$ cat config.mk
export PLATFORM = sky130hd
export DESIGN_NAME = wpu_gen
export DESIGN_NICKNAME = d
export VERILOG_FILES = /design/src/rtl/wpu_gen.sv
export SDC_FILE = /design/constraint.sdc
export NUM_CORES = 1
export LEC_CHECK = 0
export ABC_AREA = 1
export CAP_MARGIN = 20
export CORE_UTILIZATION = 50
export DETAILED_ROUTE_END_ITERATION = 12
export HOLD_SLACK_MARGIN = 0.02
export PLACE_DENSITY = 0.8
export SYNTH_ARGS = -nofsm -noshare
export SYNTH_HDL_FRONTEND = slang
export SYNTH_SLANG_ARGS = --single-unit
$ cat constraint.sdc
create_clock -name clk -period 4.09 [get_ports clk]
set_clock_uncertainty 0.05 [all_clocks]
set_input_delay 0.818 -clock clk [delete_from_list [all_inputs] [get_ports clk]]
set_output_delay 0.818 -clock clk [all_outputs]
set_load 0.05 [all_outputs]
$ cat src/rtl/wpu_gen.sv
// Weight pre-processing unit: reduces each incoming weight to its MSR most
// significant bits (or a halved low field) and hands out compensation entries
// from a fixed per-column budget, counting the ones that do not fit.
module wpu_gen #(
  parameter int SIZE     = 8,
  parameter int MSR      = 4,
  parameter int COMP_W   = 3,
  parameter int MAX_COMP = 3,
  localparam int W   = 2 * MSR,
  localparam int AW  = $clog2(SIZE * SIZE),
  localparam int RW  = $clog2(SIZE),
  localparam int CAW = $clog2(SIZE * MAX_COMP),
  localparam int DW  = 16
) (
  input  logic              clk,
  input  logic              rst,
  input  logic              in_valid,
  output logic              in_ready,
  input  logic [W-1:0]      weight_in,
  input  logic [AW-1:0]     addr_in,
  input  logic              cfg_no_comp,
  output logic              out_valid,
  input  logic              out_ready,
  output logic [MSR:0]      reduced_w,
  output logic [AW-1:0]     addr_out,
  output logic              comp_valid,
  output logic [COMP_W-1:0] comp_w,
  output logic [RW-1:0]     comp_row,
  output logic [CAW-1:0]    comp_addr,
  output logic [DW-1:0]     drop_cnt,
  output logic              col_done
);

  // Budget counter must be able to hold MAX_COMP itself (the "full" state).
  localparam int UW = (MAX_COMP < 1) ? 1 : $clog2(MAX_COMP + 1);

  logic [MSR-1:0]    w_hi;
  logic              w_nonmsr;
  logic              w_accept;
  logic [RW-1:0]     w_row;
  logic              w_last;
  logic              w_comp_req;
  logic              w_has_slot;
  logic              w_take_slot;
  logic [CAW-1:0]    w_caddr;
  logic [31:0]       w_col;

  logic              r_out_valid;
  logic [MSR:0]      r_red;
  logic [AW-1:0]     r_addr;
  logic              r_comp_valid;
  logic [COMP_W-1:0] r_comp_w;
  logic [RW-1:0]     r_comp_row;
  logic [CAW-1:0]    r_comp_addr;
  logic              r_last;
  logic [UW-1:0]     r_used;
  logic [DW-1:0]     r_drop;

  assign w_hi        = weight_in[W-1:MSR];
  // Upper half carrying real magnitude (not just sign extension) forces the MSR path.
  assign w_nonmsr    = (w_hi != '0) && (w_hi != '1);
  assign in_ready    = !r_out_valid || out_ready;
  assign w_accept    = in_valid && in_ready;
  assign w_row       = RW'(32'(addr_in) % SIZE);
  assign w_col       = 32'(addr_in) / SIZE;
  assign w_last      = (w_row == RW'(SIZE - 1));
  assign w_comp_req  = w_nonmsr && !cfg_no_comp;
  assign w_has_slot  = (r_used < UW'(MAX_COMP));
  assign w_take_slot = w_comp_req && w_has_slot;
  assign w_caddr     = CAW'(w_col * MAX_COMP + 32'(r_used));

  // Output register: loads on acceptance, empties on drain, holds while stalled.
  always_ff @(posedge clk or posedge rst) begin
    if (rst) begin
      r_out_valid  <= 1'b0;
      r_red        <= '0;
      r_addr       <= '0;
      r_comp_valid <= 1'b0;
      r_comp_w     <= '0;
      r_comp_row   <= '0;
      r_comp_addr  <= '0;
      r_last       <= 1'b0;
    end else if (w_accept) begin
      r_out_valid  <= 1'b1;
      r_red        <= w_nonmsr ? {1'b1, w_hi} : {1'b0, weight_in[MSR:1]};
      r_addr       <= addr_in;
      r_last       <= w_last;
      r_comp_valid <= w_take_slot;
      if (w_take_slot) begin
        r_comp_w    <= weight_in[MSR-1:MSR-COMP_W];
        r_comp_row  <= w_row;
        r_comp_addr <= w_caddr;
      end
    end else if (out_ready) begin
      r_out_valid  <= 1'b0;
      r_comp_valid <= 1'b0;
    end
  end

  // Column budget and saturating drop counter; the last row may still use the final slot.
  always_ff @(posedge clk or posedge rst) begin
    if (rst) begin
      r_used <= '0;
      r_drop <= '0;
    end else if (w_accept) begin
      if (w_last) begin
        r_used <= '0;
      end else if (w_take_slot) begin
        r_used <= r_used + UW'(1);
      end
      if (w_comp_req && !w_has_slot && (r_drop != '1)) begin
        r_drop <= r_drop + DW'(1);
      end
    end
  end

  assign out_valid  = r_out_valid;
  assign reduced_w  = r_red;
  assign addr_out   = r_addr;
  assign comp_valid = r_comp_valid;
  assign comp_w     = r_comp_w;
  assign comp_row   = r_comp_row;
  assign comp_addr  = r_comp_addr;
  assign drop_cnt   = r_drop;
  assign col_done   = r_out_valid && out_ready && r_last;

endmodule

### Yosys cells after proc, flatten, opt, wreduce, memory -nomap -nowiden

Index checks and enable logic that the tools add are counted.

| word-level totals | value |
|---|---|
| word-level logic and storage cells | 42 |
| input bits | 19 |
| bits in registers | 43 |

| cells by class | value |
|---|---|
| add/sub/neg operators | 3 |
| multiplexer cells | 6 |
| equal/unequal tests | 3 |
| $lt $le $gt $ge | 1 |
| reduce and logical (&&, ||, !) cells | 18 |
| multiply operators | 1 |

Operators by type and width:

| kind | count |
|---|---|
| $add 16x1->16 const B | 1 |
| $ne 16x16->1 const B | 1 |
| $logic_and 1x1->1 | 8 |
| $reduce_and 2->1 | 3 |
| $add 5x2->5 | 1 |
| $mul 3x2->5 const B | 1 |
| $mux 5 | 1 |
| $mux 2 | 2 |
| $ne 4x4->1 const B | 1 |
| $reduce_bool 2->1 | 2 |
| $reduce_bool 4->1 | 1 |
| $eq 3x3->1 const B | 1 |
| $logic_not 1->1 | 3 |
| $mux 1 | 3 |
| $add 2x1->2 const B | 1 |
| $lt 2x2->1 const B | 1 |
| $logic_or 1x1->1 | 1 |

### Longest topological paths before layout

Gate-level depths: netlist of run 1.

| depth | value |
|---|---|
| word-level depth | 6 |
| mapped depth | 10 |

### Least setup slack after synthesis of run 1

OpenSTA, ideal clock, no wires.

| timing path | value |
|---|---|
| path kind | input port to output port |
| start point | in out_ready |
| end point | out col_done |
| setup slack | 1.699 ns |
| arrival time | 1.523 ns |
| data required time | 3.222 ns |
| stages | 2 |
| cells stage by stage | nand2_1 -> nor2_1 |

| between the ends | value |
|---|---|
| longest elaborated chain between the ends | 2 |

RTL lines:

| element | RTL line | RTL |
|---|---|---|
| start, declared | 23 | `input logic out_ready,` |
| $logic_and 1x1->1 (2 in a row) | 125 | `assign col_done = r_out_valid && out_ready && r_last;` |
| end, declared | 31 | `output logic col_done` |

No other way between the ends.

### Worst setup path in the final report of run 1

| timing path | value |
|---|---|
| start point | in out_ready |
| end point | out in_ready |

| between the ends | value |
|---|---|
| longest elaborated chain between the ends | 1 |

RTL lines:

| element | RTL line | RTL |
|---|---|---|
| $logic_or 1x1->1 | 62 | `assign in_ready = !r_out_valid \|\| out_ready;` |
| end, declared | 18 | `output logic in_ready,` |

No other way between the ends.

==> impl_metrics.ini, run 1 <==
[outcome]
status = complete, no violations

[power]
p_leak_nw = 1.52
power_density_nw_per_um2 = 488
ir_drop_v = 0.000347
power.total_mw = 1.51

[placement]
port_buffers = 59
dpl.hpwl_mm = 3.46
gp_congestion = 0.892
place_worst_setup_slack_ps = 951

[yosys]
synthesis.nets = 332
yosys.area.top_type_share_pct = 45.5
syn_area_um2 = 2370
async_flop_share_pct = 100
synth.most_common_cell = nand2_1
synth_cell_type_count = 24
synthTopCellsByCount = nand2_1 (110), dfrtp_1 (43), inv_1 (35), nor2_1 (20), o21ai_0 (19)
yosys_warnings = 0
synth_top_cell_by_area = dfrtp_1
ys.flop_type = dfrtp_1
ys_ff_latch = 43
synth_area_leaders = dfrtp_1 (45%), nand2_1 (17%), inv_1 (5.5%)
seq_area_frac_synth_pct = 45.5
syn_avg_cell_area_um2 = 7.79
syn_inst = 304
synth_edf_count = 0

[critical_path]
r2r_slack_ps = 1950
cpPeakStageDelay_ps = 820
path_cells = clkdlybuf4s50_1 > inv_2 > nand2_1 > clkdlybuf4s50_1
endpoint_kind = output pin
crit_path_max_fanout = 3
worstSetupPathType = in -> out
startpoint_type = input port
cp.arrival_ps = 2280
slowest_stage = clkdlybuf4s50_1
crit_top_cell = clkdlybuf4s50_1
worstPathRequired_ps = 3220
ff2ff_path_depth = 6

[floorplan]
initial_core_util_pct = 53.3
die_w_um = 70.8
placementRows = 24
fp.coreArea_um2 = 4440
die_height_um = 70.8
dieArea_um2 = 5010
io_pins = 61

[clocking]
cts.repair.resized = 0
cts.clk_slew.worst_paths_ps = 80
cts_setup_buffers = 0
h-tree-depth = 2
cts_buffers = 5
cts_tree = built
cts_hold_buffers = 0
clock_latency_ps = 290
cts-root-buf = clkbuf_8
cts.sinks = 43
ctsLongestPathBuffers = 2

[detailed_routing]
wl_per_cell_um = 12.1
drtPass1Iterations = 6
drt_wl_total_mm = 5.05
num_vias = 2070
final_antenna_net_count = 0
drt_iter0_markers = 155
drt-vias-per-instance = 4.96
drc = 0

[sta]
rsz0062_at_grt = false
timing.hold.ws_ps = 440
fin_ws_ps = 947
final.min_clock_period_ps = 3140
fin_crit_sh_pct = 76.9
max_slew_margin_pct = 64.4
final-max-slew-violation-count = 0
timing.fmax_mhz = 318
setup-violations-final = 0
tightestPinTransition_ps = 534
hold_viol_final = 0
finalSetupTns_ps = 0

[global_route]
grt_antenna_before_repair = 0
grt_max_degree = 44
grt_pass1_wl_mm = 8.41
grt-ovfl-total = 0
track_usage_pct = 21.5
grt_pass1_vias = 1904

[min_path]
hp-class = reg -> reg
hold_depth = 2

[final_layout]
syn_to_final_growth_pct = 30.6
fin_nets = 392
drive_gt1_share_pct = 6.58
n_antenna_cell = 0

[run]
cap_viol_max_count = 0
==> metrics by stage <==
stage / utilization [%] / cell area (µm²) / std cells
after detailed placement: 66.9 / 2970 / 409
after CTS: 69.6 / 3090 / 417
final: 69.6 / 3090 / 417
after global routing: 69.6 / 3090 / 417
after global placement: 66.9 / 2970 / 409
after floorplan: - / 2370 / 304
==> sequential cells by signal (all words and copies together), names as in the netlist <==
name,flops
addr_out,6
comp_w,3
comp_addr,5
out_valid,1
r_used,2
comp_valid,1
comp_row,3
r_last,1
drop_cnt,16
reduced_w,5
==> cell families (layout without fill, tap and decap cells) <==
| kind of cell | count (synthesis) | in the layout | share of synthesized area [%] |
|---|---|---|---|
| compound gates | 31 | 31 | 6.66 |
| xor+xnor | 5 | 5 | 1.85 |
| fa+ha+maj | 9 | 9 | 5.39 |
| buf+inv | 44 | 105 | 8.25 |
| simple gates | 172 | 172 | 32.4 |
| flops | 43 | 43 | 45.5 |
==> cells in the final DEF (no fill, tap or decap), types with 4 or more instances in the layout <==
cell type	synthesis	final
o21ai_1	10	10
nor2_4	4	4
nand3b_1	4	4
nand3_1	18	18
nand4_1	4	4
xor2_1	5	5
o21ai_0	19	19
nand2_1	110	110
dfrtp_1	43	43
nor2_1	20	20
inv_1	35	34
ha_1	7	7
nand2_2	4	4
clkbuf_8	0	6
clkdlybuf4s50_1	0	59
==> worst paths after layout <==
path | start | to
max | out_ready | in_ready
min in group asynchronous | rst | reduced_w[2]
max in group asynchronous | rst | drop_cnt[11]
max reg2reg | out_valid | r_used[1]
min | addr_out[1] | addr_out[1]
min reg2reg | addr_out[1] | addr_out[1]
==> per-layer routing <==
layer | up-vias | wire, µm | GRT usage, %
met5 | - | 0 | 0
met2 | 54 | 2320 | 36.0
met3 | 10 | 231 | 3.42
li1 | 1074 | - | -
met1 | 932 | 2390 | 28.0
met4 | 0 | 98 | 8.89
==> worst max-delay path, delay by kind of cell <==
family	cells	cell delay (ps)
simple gates	1	100
buf+inv	3	1350
==> cell type report <==
class                           count  area, µm²
Tap cell                           52       65.1
Sequential cell                    43       1080
Multi-Input combinational cell    217       1100
Clock inverter                      2       35.0
Fill cell                         382       1350
Clock buffer                        6       82.6
Timing Repair Buffer               60        598
Inverter                           37        139
==> power by group <==
group          switching, mW  total, mW  internal [mW]  leakage [nW]
registers             0.0529      0.556          0.503         0.556
clock network          0.142      0.340          0.198        0.0612
logic                  0.408      0.613          0.204         0.902
total                  0.603       1.51          0.905          1.52
Note: power is estimated with default switching activity, not from simulation.
==> run 2, diff against run 1 <==
--- a/config.mk
+++ b/config.mk
@@ -7,10 +7,10 @@
 export LEC_CHECK = 0
 export ABC_AREA = 1
 export CAP_MARGIN = 20
-export CORE_UTILIZATION = 50
+export CORE_UTILIZATION = 49
 export DETAILED_ROUTE_END_ITERATION = 12
 export HOLD_SLACK_MARGIN = 0.02
-export PLACE_DENSITY = 0.8
+export PLACE_DENSITY = 0.78
 export SYNTH_ARGS = -nofsm -noshare
 export SYNTH_HDL_FRONTEND = slang
 export SYNTH_SLANG_ARGS = --single-unit
==> constraint.sdc (replaced) <==
create_clock -name clk -period 2.9 [get_ports clk]
set_clock_uncertainty 0.05 [all_clocks]
set_input_delay 0.58 -clock clk [delete_from_list [all_inputs] [get_ports clk]]
set_output_delay 0.58 -clock clk [all_outputs]
set_load 0.05 [all_outputs]
==> run 2 against run 1 <==
Against the previous run:
- design area is 0.32% higher
- worst hold slack got worse by 11 ps
- utilization down 0.71 points
- die area rose by 2.0%
- first-iteration DRC count is 8.4% lower
- global-route usage up 1.0 points
- cell count is 0.48% higher
- combinational power is 40% higher
- setup slack got worse by 400 ps
- power is 41% higher
- sequential cell count stayed put
- register-to-register slack worse by 990 ps
- critical path type is now in -> reg
==> impl_metrics.ini, run 2 (synthesized netlist as in run 1, its figures left out) <==
[clocking]
cts_buffers = 5
h-tree-depth = 2
cts_hold_buffers = 0
cts.repair.resized = 0
cts_setup_buffers = 0
ctsLongestPathBuffers = 2
cts.sinks = 43
cts.clk_slew.worst_paths_ps = 80
cts_tree = built
cts-root-buf = clkbuf_8
clock_latency_ps = 300

[final_layout]
mostFrequentLayoutCell = nand2_1
drive_gt1_share_pct = 7.63
syn_to_final_growth_pct = 31.0
largest_reg_flops = 16
fin_nets = 394
num-fill-cells = 375
n_antenna_cell = 0
most-common-layout-cells = nand2_1 (110), clkdlybuf4s50_1 (57), dfrtp_1 (43)

[sta]
timing.hold.ws_ps = 430
fin_crit_sh_pct = 81.0
timing.fmax_mhz = 426
final.min_clock_period_ps = 2350
final-max-slew-violation-count = 0
max_slew_margin_pct = 65.8
hold_viol_final = 0
rsz0062_at_grt = false
setup-violations-final = 0
finalSetupTns_ps = 0
tightestPinTransition_ps = 512

[power]
p_leak_nw = 1.53
ir_drop_v = 0.000510
power_density_nw_per_um2 = 688

[global_route]
grt_pass1_wl_mm = 8.98
grt_pass1_vias = 1962
track_usage_pct = 22.5
grt-ovfl-total = 0
grt_max_degree = 34
grt_antenna_before_repair = 0

[critical_path]
crit_top_cell = inv_1
worstPathRequired_ps = 3070
crit_path_start = addr_in[4]
crit_path_max_fanout = 3
path_cells = clkdlybuf4s50_1 > inv_1 > fa_1 > inv_1 > ha_1 > inv_1 > fa_1 > xor2_1 > o21ai_1
startpoint_type = input port
endpoint_kind = register
cp.arrival_ps = 2520
slowest_stage = clkdlybuf4s50_1
cpPeakStageDelay_ps = 480
worstSetupPathType = in -> reg
reg2reg_from = r_used[1]

[detailed_routing]
num_vias = 2134
drc = 0
wl_per_cell_um = 12.3
drt-vias-per-instance = 5.09
drt_iter0_markers = 142
drtPass1Iterations = 4
drt_wl_total_mm = 5.17
final_antenna_net_count = 0

[floorplan]
dieArea_um2 = 5110
initial_core_util_pct = 52.6
io_pins = 61
placementRows = 24
fp.coreArea_um2 = 4500
die_height_um = 71.5
die_w_um = 71.5

[run]
cap_viol_max_count = 0

[placement]
dpl.hpwl_mm = 3.78
gp_congestion = 0.883
port_buffers = 59

[min_path]
hold_start = reduced_w[3]
hp-class = reg -> reg

[outcome]
status = complete, no violations
[run 2: cell count changes in the layout (fill, tap and decap cells not counted)]
cell and change:
buf_4 +4, clkdlybuf4s50_1 -2
[run 2: path summary, 6_finish.rpt]
path                            slack [ps]  depth (start not counted)            to
worst max-delay path                   550                          9  comp_addr[3]
worst min-delay path                   430                          2  reduced_w[3]
worst max register to register         960                          8  comp_addr[3]
worst min register to register         430                          2  reduced_w[3]
max in group asynchronous             1610                          3   addr_out[1]
min in group asynchronous              480                          2   drop_cnt[9]
[run 2: cell type report]
type / count / area, µm² / area share [%]
clock inverter: 2 / 35.0 / 1.13
sequential: 43 / 1080 / 34.7
tap: 52 / 65.1 / 2.10
multi-input combinational: 217 / 1100 / 35.3
inverter: 37 / 139 / 4.48
clock buffer: 6 / 82.6 / 2.66
timing repair buffer: 62 / 608 / 19.6
[run 2: per-stage QoR]
stage / instance area (µm²) / worst slack [ps] / power, mW / cells / util [%]
floorplan: 2370 / 824 / 1.37 / 304 / -
global placement: 2980 / 235 / 1.64 / 411 / 66.3
detailed placement: 2980 / 215 / 1.66 / 411 / 66.3
CTS: 3100 / 532 / 2.16 / 419 / 68.9
global route: 3100 / 426 / 2.26 / 419 / 68.9
finish: 3100 / 551 / 2.13 / 419 / 68.9
[run 2: critical path: cells and delay by family]
| kind | cells | cell delay [ps] |
|---|---|---|
| compound gates | 1 | 120 |
| xor+xnor | 1 | 150 |
| fa+ha+maj | 3 | 990 |
| buf+inv | 4 | 700 |
[run 2: per-layer routing]
layer  vias to the layer above  GRT usage (%)  share of wire [%]
met4                         0           7.84                2.0
met3                        10           4.36                4.8
li1                       1076              -                  -
met1                       985           30.8                 48
met2                        63           36.2                 45
met5                         -              0                  0
[run 2: report_power, final]
| part | total (mW) | internal (mW) | switching [mW] |
|---|---|---|---|
| combinational | 0.860 | 0.289 | 0.571 |
| sequential | 0.788 | 0.710 | 0.0784 |
| clock | 0.486 | 0.279 | 0.208 |
| total | 2.13 | 1.28 | 0.857 |
==> run 3, diff against run 2 <==
--- a/config.mk
+++ b/config.mk
@@ -7,10 +7,10 @@
 export LEC_CHECK = 0
 export ABC_AREA = 1
 export CAP_MARGIN = 20
-export CORE_UTILIZATION = 49
+export CORE_UTILIZATION = 44
 export DETAILED_ROUTE_END_ITERATION = 12
 export HOLD_SLACK_MARGIN = 0.02
-export PLACE_DENSITY = 0.78
+export PLACE_DENSITY = 0.74
 export SYNTH_ARGS = -nofsm -noshare
 export SYNTH_HDL_FRONTEND = slang
 export SYNTH_SLANG_ARGS = --single-unit
==> constraint.sdc (replaced) <==
create_clock -name clk -period 2.1 [get_ports clk]
set_clock_uncertainty 0.05 [all_clocks]
set_input_delay 0.42 -clock clk [delete_from_list [all_inputs] [get_ports clk]]
set_output_delay 0.42 -clock clk [all_outputs]
set_load 0.05 [all_outputs]
==> run 3 against run 2 <==
Against the previous run:
- design area rose by 4.1%
- power is 39% higher
- setup slack got worse by 490 ps
- sequential share of layout area fell by 1.4 points
- die area increased by 11%
- sequential cell count did not move
- non-clock buffer count increased by 8
==> impl_metrics.ini, run 3 (synthesized netlist as in run 1, its figures left out) <==
[final_layout]
drive_gt1_share_pct = 11.7
most-common-layout-cells = nand2_1 (110), clkdlybuf4s50_1 (48), dfrtp_1 (43)
fin_nets = 402
layout.cells.non_filler = 445
mostFrequentLayoutCell = nand2_1
n_antenna_cell = 0
largest_reg_flops = 16
postLayoutCoreUtil_pct = 62.8
design_area_um2 = 3230
syn_to_final_growth_pct = 36.4

[sta]
tightestPinTransition_ps = 536
fin_ws_ps = 62.5
final-max-slew-violation-count = 0
hold_viol_final = 0
final.min_clock_period_ps = 2040
setup-violations-final = 0
fin_crit_sh_pct = 97.0
timing.fmax_mhz = 491
finalSetupTns_ps = 0
rsz0062_at_grt = false
max_slew_margin_pct = 64.2

[critical_path]
endpoint_kind = output pin
cpPeakStageDelay_ps = 830
cp.arrival_ps = 1570
path_cells = clkdlybuf4s50_1
worstPathBufferInverterCount = 1
startpoint_type = register
slowest_stage = clkdlybuf4s50_1
critPathTopFamily = buffers and inverters
crit_path_max_fanout = 6
worstPathRequired_ps = 1630
worstSetupPathType = reg -> out

[clocking]
ctsLongestPathBuffers = 2
cts_hold_buffers = 0
cts.clk_slew.worst_paths_ps = 90
cts_tree = built
cts_buffers = 5
cts_setup_buffers = 0
clock_latency_ps = 300
cts.sinks = 43
cts-root-buf = clkbuf_8
h-tree-depth = 2
cts.repair.resized = 5

[floorplan]
io_pins = 61
fp.coreArea_um2 = 5140
die_height_um = 75.4
placementRows = 26
initial_core_util_pct = 46.1
die_w_um = 75.4
dieArea_um2 = 5680

[detailed_routing]
drt-vias-per-instance = 4.73
drt_iter0_markers = 104
final_antenna_net_count = 0
drc = 0
num_vias = 2103
drt_wl_total_mm = 5.17
drtPass1Iterations = 4
wl_per_cell_um = 11.6

[global_route]
grt_pass1_wl_mm = 8.67
track_usage_pct = 20.4
grt_max_degree = 44
grt-ovfl-total = 0
grt_pass1_vias = 1838
grt_antenna_before_repair = 0

[placement]
port_buffers = 59
place_inst = 437
dpl.hpwl_mm = 3.80
place_area_um2 = 3110
gp_congestion = 0.850
place_worst_setup_slack_ps = -411

[power]
p_leak_nw = 1.64
ir_drop_v = 0.000672
power_density_nw_per_um2 = 921

[outcome]
status = complete, no violations

[run]
cap_viol_max_count = 0

[min_path]
hp-class = in -> async
[run 3: cell types whose count changed in the layout (fill, tap and decap cells not counted), sizes merged]
cell and delta:
buf +12, clkbuf -1, clkdlybuf4s50 -9, clkinv -2, clkinvlp +1, dlygate4sd2 +2
dlymetal6s2s +3, inv +2
[run 3: cell type report]
class,instances,area [µm²]
fill,466,1910
multi-input combinational,217,1100
clock buffer,5,68.8
sequential,43,1080
timing repair buffer,70,713
tap,70,87.6
clock inverter,3,46.3
inverter,37,139
[run 3: power breakdown]
| group | internal (mW) | switching, mW |
|---|---|---|
| Sequential | 0.980 | 0.109 |
| Clock | 0.358 | 0.312 |
| Combinational | 0.424 | 0.791 |
[run 3: layer usage]
| layer | global-route usage, % | share of wire (%) |
|---|---|---|
| met2 | 31.4 | 45 |
| met3 | 3.97 | 3.6 |
| met1 | 29.1 | 49 |
| met4 | 6.17 | 1.5 |
| met5 | 0 | 0 |
[run 3: stage by stage]
step	hold slack, ps	total power [mW]
after floorplan	452	1.89
after global placement	416	2.31
after detailed placement	419	2.33
after CTS	418	3.01
after global routing	435	3.14
final	406	2.97
[run 3: path summary, 6_finish.rpt]
| path | start | end | slack [ps] | cells after the start |
|---|---|---|---|---|
| hold / removal | rst | drop_cnt[10] | 410 | 3 |
| setup reg to reg | r_used[1] | comp_addr[3] | 140 | 8 |
| max in group asynchronous | rst | drop_cnt[8] | 1380 | 3 |
| min in group clk | reduced_w[1] | reduced_w[1] | 440 | 2 |
| setup / recovery | drop_cnt[6] | drop_cnt[6] | 60 | 1 |
| hold reg to reg | reduced_w[1] | reduced_w[1] | 440 | 2 |
